## src/rtl/cache_controller.sv

```systemverilog
// cache_controller: direct-mapped, write-back, write-allocate data-cache controller.
// One word per line. Drives an external tag store {valid,dirty,tag} and data store
// (combinational read, clocked write) and a single-beat request/ack memory bus.
module cache_controller #(
   parameter int  ADDR_W    = 32,
   parameter int  OFFSET_W  = 2,
   parameter int  IDX_W     = 5,
   parameter int  DATA_W    = 32,
   localparam int TAG_W     = ADDR_W - IDX_W - OFFSET_W,
   localparam int TAG_MEM_W = TAG_W + 2
) (
   input  logic                 iCLK,
   input  logic                 iRST,
   // CPU load/store port
   input  logic                 cpu_req,
   input  logic                 cpu_we,
   input  logic [ADDR_W-1:0]    cpu_addr,
   input  logic [DATA_W-1:0]    cpu_wdata,
   output logic [DATA_W-1:0]    cpu_rdata,
   output logic                 cpu_ack,
   output logic                 cpu_busy,
   // external memory bus
   output logic                 mem_req,
   output logic                 mem_we,
   output logic [ADDR_W-1:0]    mem_addr,
   output logic [DATA_W-1:0]    mem_wdata,
   input  logic [DATA_W-1:0]    mem_rdata,
   input  logic                 mem_ack,
   // tag and data stores
   output logic                 tag_we,
   output logic [IDX_W-1:0]     idx,
   output logic [TAG_MEM_W-1:0] tag_block_in,
   input  logic [TAG_MEM_W-1:0] tag_block_out,
   output logic                 data_we,
   output logic [DATA_W-1:0]    data_in,
   input  logic [DATA_W-1:0]    data_out
);

   typedef enum logic [2:0] {
      S_INIT      = 3'd0,
      S_IDLE      = 3'd1,
      S_COMPARE   = 3'd2,
      S_WRITEBACK = 3'd3,
      S_ALLOCATE  = 3'd4
   } state_t;

   state_t              state_q, state_d;
   logic [IDX_W-1:0]    init_cnt_q, init_cnt_d;

   // latched request fields (datapath, not reset)
   logic                req_we_q, req_we_d;
   logic [TAG_W-1:0]    req_tag_q, req_tag_d;
   logic [IDX_W-1:0]    req_idx_q, req_idx_d;
   logic [DATA_W-1:0]   req_wdata_q, req_wdata_d;

   // registered outputs
   logic                cpu_ack_q, cpu_ack_d;
   logic [DATA_W-1:0]   cpu_rdata_q, cpu_rdata_d;
   logic                mem_req_q, mem_req_d;
   logic                mem_we_q, mem_we_d;

   // decoded view of the tag-store entry at idx
   logic                st_valid;
   logic                st_dirty;
   logic [TAG_W-1:0]    st_tag;
   logic                hit;

   // byte-offset bits play no part in a one-word line
   logic                unused_offset;

   assign st_valid      = tag_block_out[TAG_MEM_W-1];
   assign st_dirty      = tag_block_out[TAG_MEM_W-2];
   assign st_tag        = tag_block_out[TAG_W-1:0];
   assign hit           = st_valid && (st_tag == req_tag_q);
   assign unused_offset = ^cpu_addr[OFFSET_W-1:0];

   // Next-state, store-write and registered-output decode for the controller FSM
   always_comb begin
      state_d      = state_q;
      init_cnt_d   = init_cnt_q;
      req_we_d     = req_we_q;
      req_tag_d    = req_tag_q;
      req_idx_d    = req_idx_q;
      req_wdata_d  = req_wdata_q;
      cpu_ack_d    = 1'b0;
      cpu_rdata_d  = cpu_rdata_q;
      tag_we       = 1'b0;
      tag_block_in = '0;
      data_we      = 1'b0;
      data_in      = '0;
      idx          = (state_q == S_INIT) ? init_cnt_q : req_idx_q;

      case (state_q)
         S_INIT: begin
            // invalidate one line per cycle; CPU requests wait until the sweep ends
            tag_we       = 1'b1;
            tag_block_in = '0;
            init_cnt_d   = init_cnt_q + 1'b1;
            if (init_cnt_q == '1) begin
               state_d = S_IDLE;
            end
         end

         S_IDLE: begin
            // a request still high during its own ack cycle is the old one
            if (cpu_req && !cpu_ack_q) begin
               req_we_d    = cpu_we;
               req_tag_d   = cpu_addr[ADDR_W-1 -: TAG_W];
               req_idx_d   = cpu_addr[OFFSET_W +: IDX_W];
               req_wdata_d = cpu_wdata;
               state_d     = S_COMPARE;
            end
         end

         S_COMPARE: begin
            if (hit) begin
               if (req_we_q) begin
                  data_we      = 1'b1;
                  data_in      = req_wdata_q;
                  tag_we       = 1'b1;
                  tag_block_in = {1'b1, 1'b1, req_tag_q};
               end else begin
                  cpu_rdata_d = data_out;
               end
               cpu_ack_d = 1'b1;
               state_d   = S_IDLE;
            end else if (st_valid && st_dirty) begin
               state_d = S_WRITEBACK;
            end else begin
               state_d = S_ALLOCATE;
            end
         end

         S_WRITEBACK: begin
            if (mem_ack) begin
               state_d = S_ALLOCATE;
            end
         end

         S_ALLOCATE: begin
            // refill lands clean; a pending store merges on the COMPARE re-pass
            if (mem_ack) begin
               data_we      = 1'b1;
               data_in      = mem_rdata;
               tag_we       = 1'b1;
               tag_block_in = {1'b1, 1'b0, req_tag_q};
               state_d      = S_COMPARE;
            end
         end

         default: begin
            state_d = S_INIT;
         end
      endcase

      // a reset cycle abandons whatever transaction is in flight
      if (iRST) begin
         tag_we  = 1'b0;
         data_we = 1'b0;
      end

      mem_req_d = (state_d == S_WRITEBACK) || (state_d == S_ALLOCATE);
      mem_we_d  = (state_d == S_WRITEBACK);
   end

   // State, control and registered-output flops; request fields carry no reset
   always_ff @(posedge iCLK) begin
      if (iRST) begin
         state_q     <= S_INIT;
         init_cnt_q  <= '0;
         cpu_ack_q   <= 1'b0;
         cpu_rdata_q <= '0;
         mem_req_q   <= 1'b0;
         mem_we_q    <= 1'b0;
      end else begin
         state_q     <= state_d;
         init_cnt_q  <= init_cnt_d;
         cpu_ack_q   <= cpu_ack_d;
         cpu_rdata_q <= cpu_rdata_d;
         mem_req_q   <= mem_req_d;
         mem_we_q    <= mem_we_d;
      end
      req_we_q    <= req_we_d;
      req_tag_q   <= req_tag_d;
      req_idx_q   <= req_idx_d;
      req_wdata_q <= req_wdata_d;
   end

   assign cpu_ack   = cpu_ack_q;
   assign cpu_rdata = cpu_rdata_q;
   assign cpu_busy  = (state_q != S_IDLE);
   assign mem_req   = mem_req_q;
   assign mem_we    = mem_we_q;
   // writeback targets the resident line, refill the requested one
   assign mem_addr  = {((state_q == S_WRITEBACK) ? st_tag : req_tag_q), req_idx_q,
                       {OFFSET_W{1'b0}}};
   assign mem_wdata = data_out;

endmodule

```

## config.mk

```make
export PLATFORM = sky130hd
export DESIGN_NAME = cache_controller
export DESIGN_NICKNAME = d
export VERILOG_FILES = /design/src/rtl/cache_controller.sv
export SDC_FILE = /design/constraint.sdc
export NUM_CORES = 1
export LEC_CHECK = 0
export BUFFER_PORTS_ARGS = -buffer_cell sky130_fd_sc_hd__clkbuf_2
export CAP_MARGIN = 20
export CORE_AREA = 2 2 126 128
export DETAILED_ROUTE_END_ITERATION = 6
export DIE_AREA = 0 0 128 130
export PLACE_DENSITY = 0.8
export RECOVER_POWER = 100
export SLEW_MARGIN = 25
export SYNTH_ARGS = -nofsm -noshare
export SYNTH_HDL_FRONTEND = slang
export SYNTH_SLANG_ARGS = --single-unit
```

## constraint.sdc

```tcl
create_clock -name iCLK -period 3.9 [get_ports iCLK]
set_clock_uncertainty 0.2 [all_clocks]
set_input_delay 0.39 -clock iCLK [delete_from_list [all_inputs] [get_ports iCLK]]
set_output_delay 0.39 -clock iCLK [all_outputs]
set_load 0.02 [all_outputs]
```

==> results of run 1 <==
-- through the flow --
| step | util, % | worst slack (ps) | area, um2 |
|---|---|---|---|
| after floorplan | - | 706 | 5230 |
| after global placement | 43.6 | 849 | 6730 |
| after detailed placement | 43.6 | 812 | 6730 |
| after CTS | 46.7 | 496 | 7200 |
| after global routing | 45.5 | 172 | 7030 |
| final | 45.5 | 327 | 7030 |
-- state kept, by name (all words and copies together) (netlist names) --
name,flops
req_idx_q,5
req_wdata_q,32
req_we_q,1
cpu_rdata,32
mem_we,1
cpu_ack,1
mem_req,1
init_cnt_q,5
req_tag_q,25
state_q,3
-- timing repair --
action,in CTS,in global routing
setup endpoints to repair,0,0
hold buffers,19,4
endpoints found under the hold margin,19,4
resized for setup,0,0
-- layer usage --
metal	share of wire [%]	global-route usage [%]	vias up	wire [um]
li1	-	-	2265	-
met5	0	0	-	0
met3	7.9	5.49	26	1250
met2	52	33.2	230	8190
met4	1.7	5.82	0	265
met1	39	19.2	2275	6090
-- path summary, 6_finish.rpt --
kind | startpoint | slack, ps | endpoint
worst min-delay path | cpu_addr[24] | 20 | req_tag_q[17]$_DFFE_PP_
worst max register to register | req_tag_q[16]$_DFFE_PP_ | 740 | mem_req$_SDFF_PP0_
worst min register to register | cpu_rdata[24]$_SDFFE_PP0P_ | 270 | cpu_rdata[24]$_SDFFE_PP0P_
worst max-delay path | req_tag_q[0]$_DFFE_PP_ | 330 | data_in[31]
-- cell type report --
cell class              count  area, um2
well taps                 192        240
multi-input cells         283       2030
inverters                   2       7.51
clock inverters             6       48.8
flip-flops and latches    106       2750
clock buffers              10        229
fillers                  1528       8400
repair buffers            354       1710
-- power groups by stage --
stage / registers, uW / logic [uW] / clock network, uW
2_1_floorplan: 1210 / 88.3 / 0
3_3_place_gp: 1210 / 177 / 0
3_5_place_dp: 1210 / 181 / 0
4_1_cts: 1190 / 196 / 894
5_1_grt: 1190 / 209 / 937
6_report: 1190 / 193 / 858
-- logic make-up (layout without fill, tap and decap cells) --
| logic type | count (synthesis) | count (layout) | share of synthesized area, % |
|---|---|---|---|
| AO/OA/AOI/OAI | 136 | 136 | 17.2 |
| flip-flops | 106 | 106 | 52.7 |
| AND/OR/NAND/NOR | 82 | 82 | 9.13 |
| buffers and inverters | 72 | 372 | 8.63 |
| multiplexers | 33 | 33 | 7.05 |
| XOR/XNOR | 28 | 28 | 4.70 |
| adder cells (fa/ha/maj) | 2 | 2 | 0.479 |
| other | 1 | 2 | 0.0719 |
-- critical path, stage by stage, from the launching register on --
cell and delay, ps:
edfxtp_1 420, xor2_1 170, nor4_2 500, nand3_1 370, nor4_4 350, buf_12 280
a22o_1 210, clkbuf_1 230
-- synth_stat cells, types with 2 or more instances --
library cell / number / area (um2)
mux2i_1: 3 / 30.0
nand2b_1: 2 / 12.5
buf_4: 34 / 255
a311oi_1: 2 / 17.5
o21ai_0: 34 / 170
nor2_1: 10 / 37.5
nor4_1: 2 / 12.5
nand2_1: 8 / 30.0
nor4_2: 3 / 37.5
edfxtp_1: 63 / 1890
a21oi_1: 35 / 175
a22o_1: 32 / 280
dfxtp_1: 43 / 861
nand4_1: 8 / 50.1
nor2b_1: 5 / 31.3
mux2_2: 30 / 338
buf_6: 6 / 67.6
clkbuf_1: 23 / 86.3
buf_2: 6 / 30.0
nand3_1: 32 / 160
ha_1: 2 / 25.0
o211ai_1: 2 / 15.0
inv_1: 2 / 7.51
nor3_1: 2 / 10.0
xnor2_1: 14 / 123
o21a_1: 26 / 195
xor2_1: 14 / 123
==> impl_metrics.csv, run 1 <==
group,metric,value,unit
synth,synth_seq_cells,106,
sta,fin_setup_tns,0,ps
global_route,grt_max_degree,64,
sta,holdWs,18.2,ps
cells_and_area,layout.nets,918,
floorplan,die_h,130,um
clock_network,cts_setup_buffers,0,
cells_and_area,final_common_cell,"clkbuf_2",
sta,slew_headroom,-8.56,%
placement,dp_cells,914,
drt,first_iter_violations,214,
drt,drt_first_pass_iters,4,
clock_network,cts_made_buffers,9,
power,switching_power,521,uW
synth,syn_inst,460,
drt,via_per_inst,5.03,
critical_path,crit_arrival,2980,ps
floorplan,fp-row-count,46,
cells_and_area,final_cell_mix,"clkbuf_2 (165), clkbuf_1 (161), edfxtp_1 (63), dfxtp_1 (43), a21oi_1 (35)",
sta,finalSetupViolations,0,
power,power_density,319,nW/um2
global_route,grt_usage,17.8,%
global_route,grt_pass1_vias,4488,
clock_network,clock_latency,350,ps
sta,clock.fmax,0.280,GHz
critical_path,cp_max_fo,61,
clock_network,cts_tree,"yes",
power,p_leak,0.00268,uW
clock_network,clock_sinks,106,
flow_run,drv_cap,1,
synth,synth.distinct_cells,44,
cells_and_area,drive_above_1_share,29.6,%
placement,place_congestion,0.790,
drt,drt_wl_total,15800,um
placement,post-dp-hpwl,11300,um
sta,rsz0062_at_grt,"false",
sta,hold_viol_final,0,
power,ir_drop,243,uV
clock_network,clkTransAtPathRegs,70,ps
power,total_power,2240,uW
status,violations,"max-capacitance violations, max-slew violations",
critical_path,crit_required,3310,ps
drt,avgRoutedWirePerCell,16.6,um
drt,ant_nets,0,
power,p_int,1720,uW
power,p_seq_share,53.0,%
power,power_frac_comb,8.6,%
critical_path,reg2reg_depth,6,
status,status,"finished with violations",
synth,ys_seq_area_share,52.7,%
placement,io_buffers,321,
clock_network,cts_buffer_depth,2,
critical_path,cp-start-kind,"flip-flop",
floorplan,fp.dieArea,16600,um2
floorplan,initial_core_util,33.8,%
sta,slew_violations,64,
cells_and_area,diodes,0,
critical_path,critPathKind,"flip-flop to primary output",
synth,ys.flop_type,"edfxtp_1",
power,pwr-share-clk,38.3,%
floorplan,coreArea,15400,um2
floorplan,chipWidth,128,um
critical_path,cp-end-kind,"primary output",
floorplan,ios,326,
min_path,hold_depth,1,
clock_network,root_buffer,"clkbuf_16",
drt,vias,4796,
sta,period_share,91.6,%
global_route,grt_overflow_total,0,
cells_and_area,syn_to_final_growth,34.6,%
drt,drc,0,
cells_and_area,layoutNonFillerInstCount,953,
synth,syn-mean-instance-area,11.3,um2
sta,period_needed,3570,ps
synth,async_reset_ff_share,0,%
synth,synth_area,5220,um2
global_route,antenna_found_initial,0,
synth,yosysWarnings,0,
sta,tightest_slew,1630,ps
power,swShare,23.2,%
clock_network,htreeDepth,3,
global_route,grt_pass1_wl,22700,um
min_path,hold_path_class,"input pin to flip-flop",
synth,synth-edff-count,63,
Power figures use the tool's default switching activity.
==> inputs of run 2 (changes only) <==
PLACE_DENSITY = 0.71   (was 0.8)
SETUP_SLACK_MARGIN = 0.4   (was default)
==> run 2 against run 1 <==
Against the previous run: the flow still finishes with violations (max-capacitance violations, max-slew violations); cell count rose by 1.9%; clock power is 5.5% higher; core utilization rose by 1.4 points; maximum frequency rose by 2.6%; largest cell class unchanged; via count down 0.75%; critical path depth unchanged; power up 2.7%; first-iteration DRC count down 34%; count of clock-buffer cells in the layout shrank 1; global-route usage increased by 0.099 points; setup slack better by 92 ps; die area unchanged.
==> impl_metrics.csv, run 2 (same netlist as run 1, synthesis figures left out) <==
group,metric,value,unit
global_route,grt_pass1_wl,23100,um
min_path,holdPathEnd,"req_wdata_q[31]$_DFFE_PP_",
clock_network,clock_sinks,106,
critical_path,crit_required,3310,ps
cells_and_area,fill_cells,1511,
clock_network,root_buffer,"clkbuf_16",
critical_path,reg2reg_depth,4,
floorplan,coreArea,15400,um2
placement,io_buffers,321,
floorplan,die_h,130,um
floorplan,fp-row-count,46,
drt,first_iter_violations,141,
sta,fin_setup_tns,0,ps
clock_network,cts_tree,"yes",
critical_path,r2r_start,"state_q[0]$_SDFF_PP0_",
min_path,hold_path_class,"input pin to flip-flop",
cells_and_area,layoutNonFillerInstCount,971,
critical_path,cp-end-kind,"primary output",
sta,period_share,89.3,%
sta,period_needed,3480,ps
floorplan,initial_core_util,33.8,%
floorplan,fp.dieArea,16600,um2
placement,place_area,6740,um2
power,power_density,318,nW/um2
global_route,grt_overflow_total,0,
clock_network,cts_made_buffers,9,
cells_and_area,final_cell_mix,"clkbuf_2 (163), clkbuf_1 (163), edfxtp_1 (63), dfxtp_1 (43), dlygate4sd3_1 (40)",
floorplan,ios,326,
critical_path,cp-start-kind,"flip-flop",
clock_network,cts_setup_buffers,0,
drt,drt_wl_total,15800,um
status,violations,"max-capacitance violations, max-slew violations",
clock_network,cts_buffer_depth,2,
clock_network,clkTransAtPathRegs,80,ps
cells_and_area,diodes,0,
critical_path,crit_arrival,2890,ps
critical_path,r2r-end,"req_tag_q[1]$_DFFE_PP_",
sta,tightest_slew,2090,ps
power,p_leak,0.00276,uW
cells_and_area,syn_to_final_growth,38.7,%
placement,place_congestion,0.800,
drt,drc,0,
flow_run,drv_cap,1,
power,ir_drop,177,uV
global_route,grt_max_degree,62,
sta,finalSetupViolations,0,
sta,slew_violations,39,
cells_and_area,layout.nets,936,
sta,clock.fmax,0.287,GHz
clock_network,clock_latency,350,ps
sta,rsz0062_at_grt,"false",
floorplan,chipWidth,128,um
sta,holdWs,16.3,ps
critical_path,rrSetupSlack,720,ps
drt,avgRoutedWirePerCell,16.3,um
status,status,"finished with violations",
placement,post-dp-hpwl,11500,um
placement,dp_cells,915,
clock_network,htreeDepth,3,
min_path,hp-start,"cpu_wdata[31]",
sta,slew_headroom,-39.2,%
drt,vias,4760,
global_route,grt_usage,17.9,%
drt,ant_nets,0,
cells_and_area,drive_above_1_share,28.9,%
sta,hold_viol_final,0,
global_route,antenna_found_initial,0,
cells_and_area,stdcell_area,7240,um2
critical_path,critPathKind,"flip-flop to primary output",
cells_and_area,final_core_util,46.9,%
drt,via_per_inst,4.90,
global_route,grt_pass1_vias,4498,
min_path,hold_depth,1,
critical_path,cp_max_fo,61,
drt,drt_first_pass_iters,4,
==> run 2: cell types whose count changed in the layout (fill, tap and decap cells not counted), moves of 2 or more <==
cell / before / now
clkbuf_1: 161 / 163
clkbuf_2: 165 / 163
clkinvlp_4: 3 / 1
dlygate4sd3_1: 23 / 40
inv_8: 0 / 3
nor4_2: 4 / 1
nor4_4: 1 / 4
==> run 2: worst max path at each step <==
| stage | start | to | slack, ps | cells after the start |
|---|---|---|---|---|
| after detailed placement | tag_block_out[4] | data_in[27] | 810 | 8 |
| final | req_tag_q[19]$_DFFE_PP_ | data_in[27] | 420 | 7 |
| after CTS | req_tag_q[19]$_DFFE_PP_ | data_in[27] | 480 | 7 |
| after floorplan | state_q[0]$_SDFF_PP0_ | req_idx_q[0]$_DFFE_PP_ | 710 | 4 |
| after global placement | tag_block_out[4] | data_in[27] | 800 | 8 |
| after global routing | req_tag_q[21]$_DFFE_PP_ | data_in[27] | 260 | 7 |
==> run 2: metrics by stage <==
step	power, uW	worst slack, ps
floorplan	1300	706
global placement	1390	798
detailed placement	1390	805
CTS	2340	478
global route	2390	261
finish	2300	419
==> run 2: critical path, cell delays in order, from the launching register on <==
cell and delay [ps]:
edfxtp_1 450, xor2_1 200, nor4_4 350, nand3_1 350, nor4_4 360, buf_12 290
a22o_1 230, clkbuf_1 260
==> run 2: layout make-up <==
class	count	area, um2	area share (%)
Sequential cell	106	2750	38.0
Multi-Input combinational cell	283	2060	28.5
Timing Repair Buffer	372	1890	26.1
Tap cell	192	240	3.32
Clock buffer	9	225	3.11
Clock inverter	7	67.6	0.933
Inverter	2	7.51	0.104
==> run 2: report_power, final <==
part / switching [uW] / internal [uW] / total, uW / leakage (uW)
Sequential: 3.07 / 1180 / 1190 / 0.000913
Combinational: 100 / 106 / 207 / 0.00171
Clock: 451 / 453 / 905 / 0.000142
==> run 2: timing repair <==
| item | CTS | global route |
|---|---|---|
| resized for setup | 0 | 3 |
| endpoints found under the setup margin | 0 | 5 |
| endpoints found under the hold margin | 37 | 3 |
| hold buffers | 37 | 3 |
==> run 2: per-layer routing <==
layer  wire (um)  global-route usage, %  up-vias  part of all wire (%)
met5           0                      0        -                     0
met4         401                   7.11        0                   2.5
met2        8340                   32.2      210                    53
met3        1200                   5.29       24                   7.6
li1            -                      -     2304                     -
met1        5860                   19.8     2222                    37
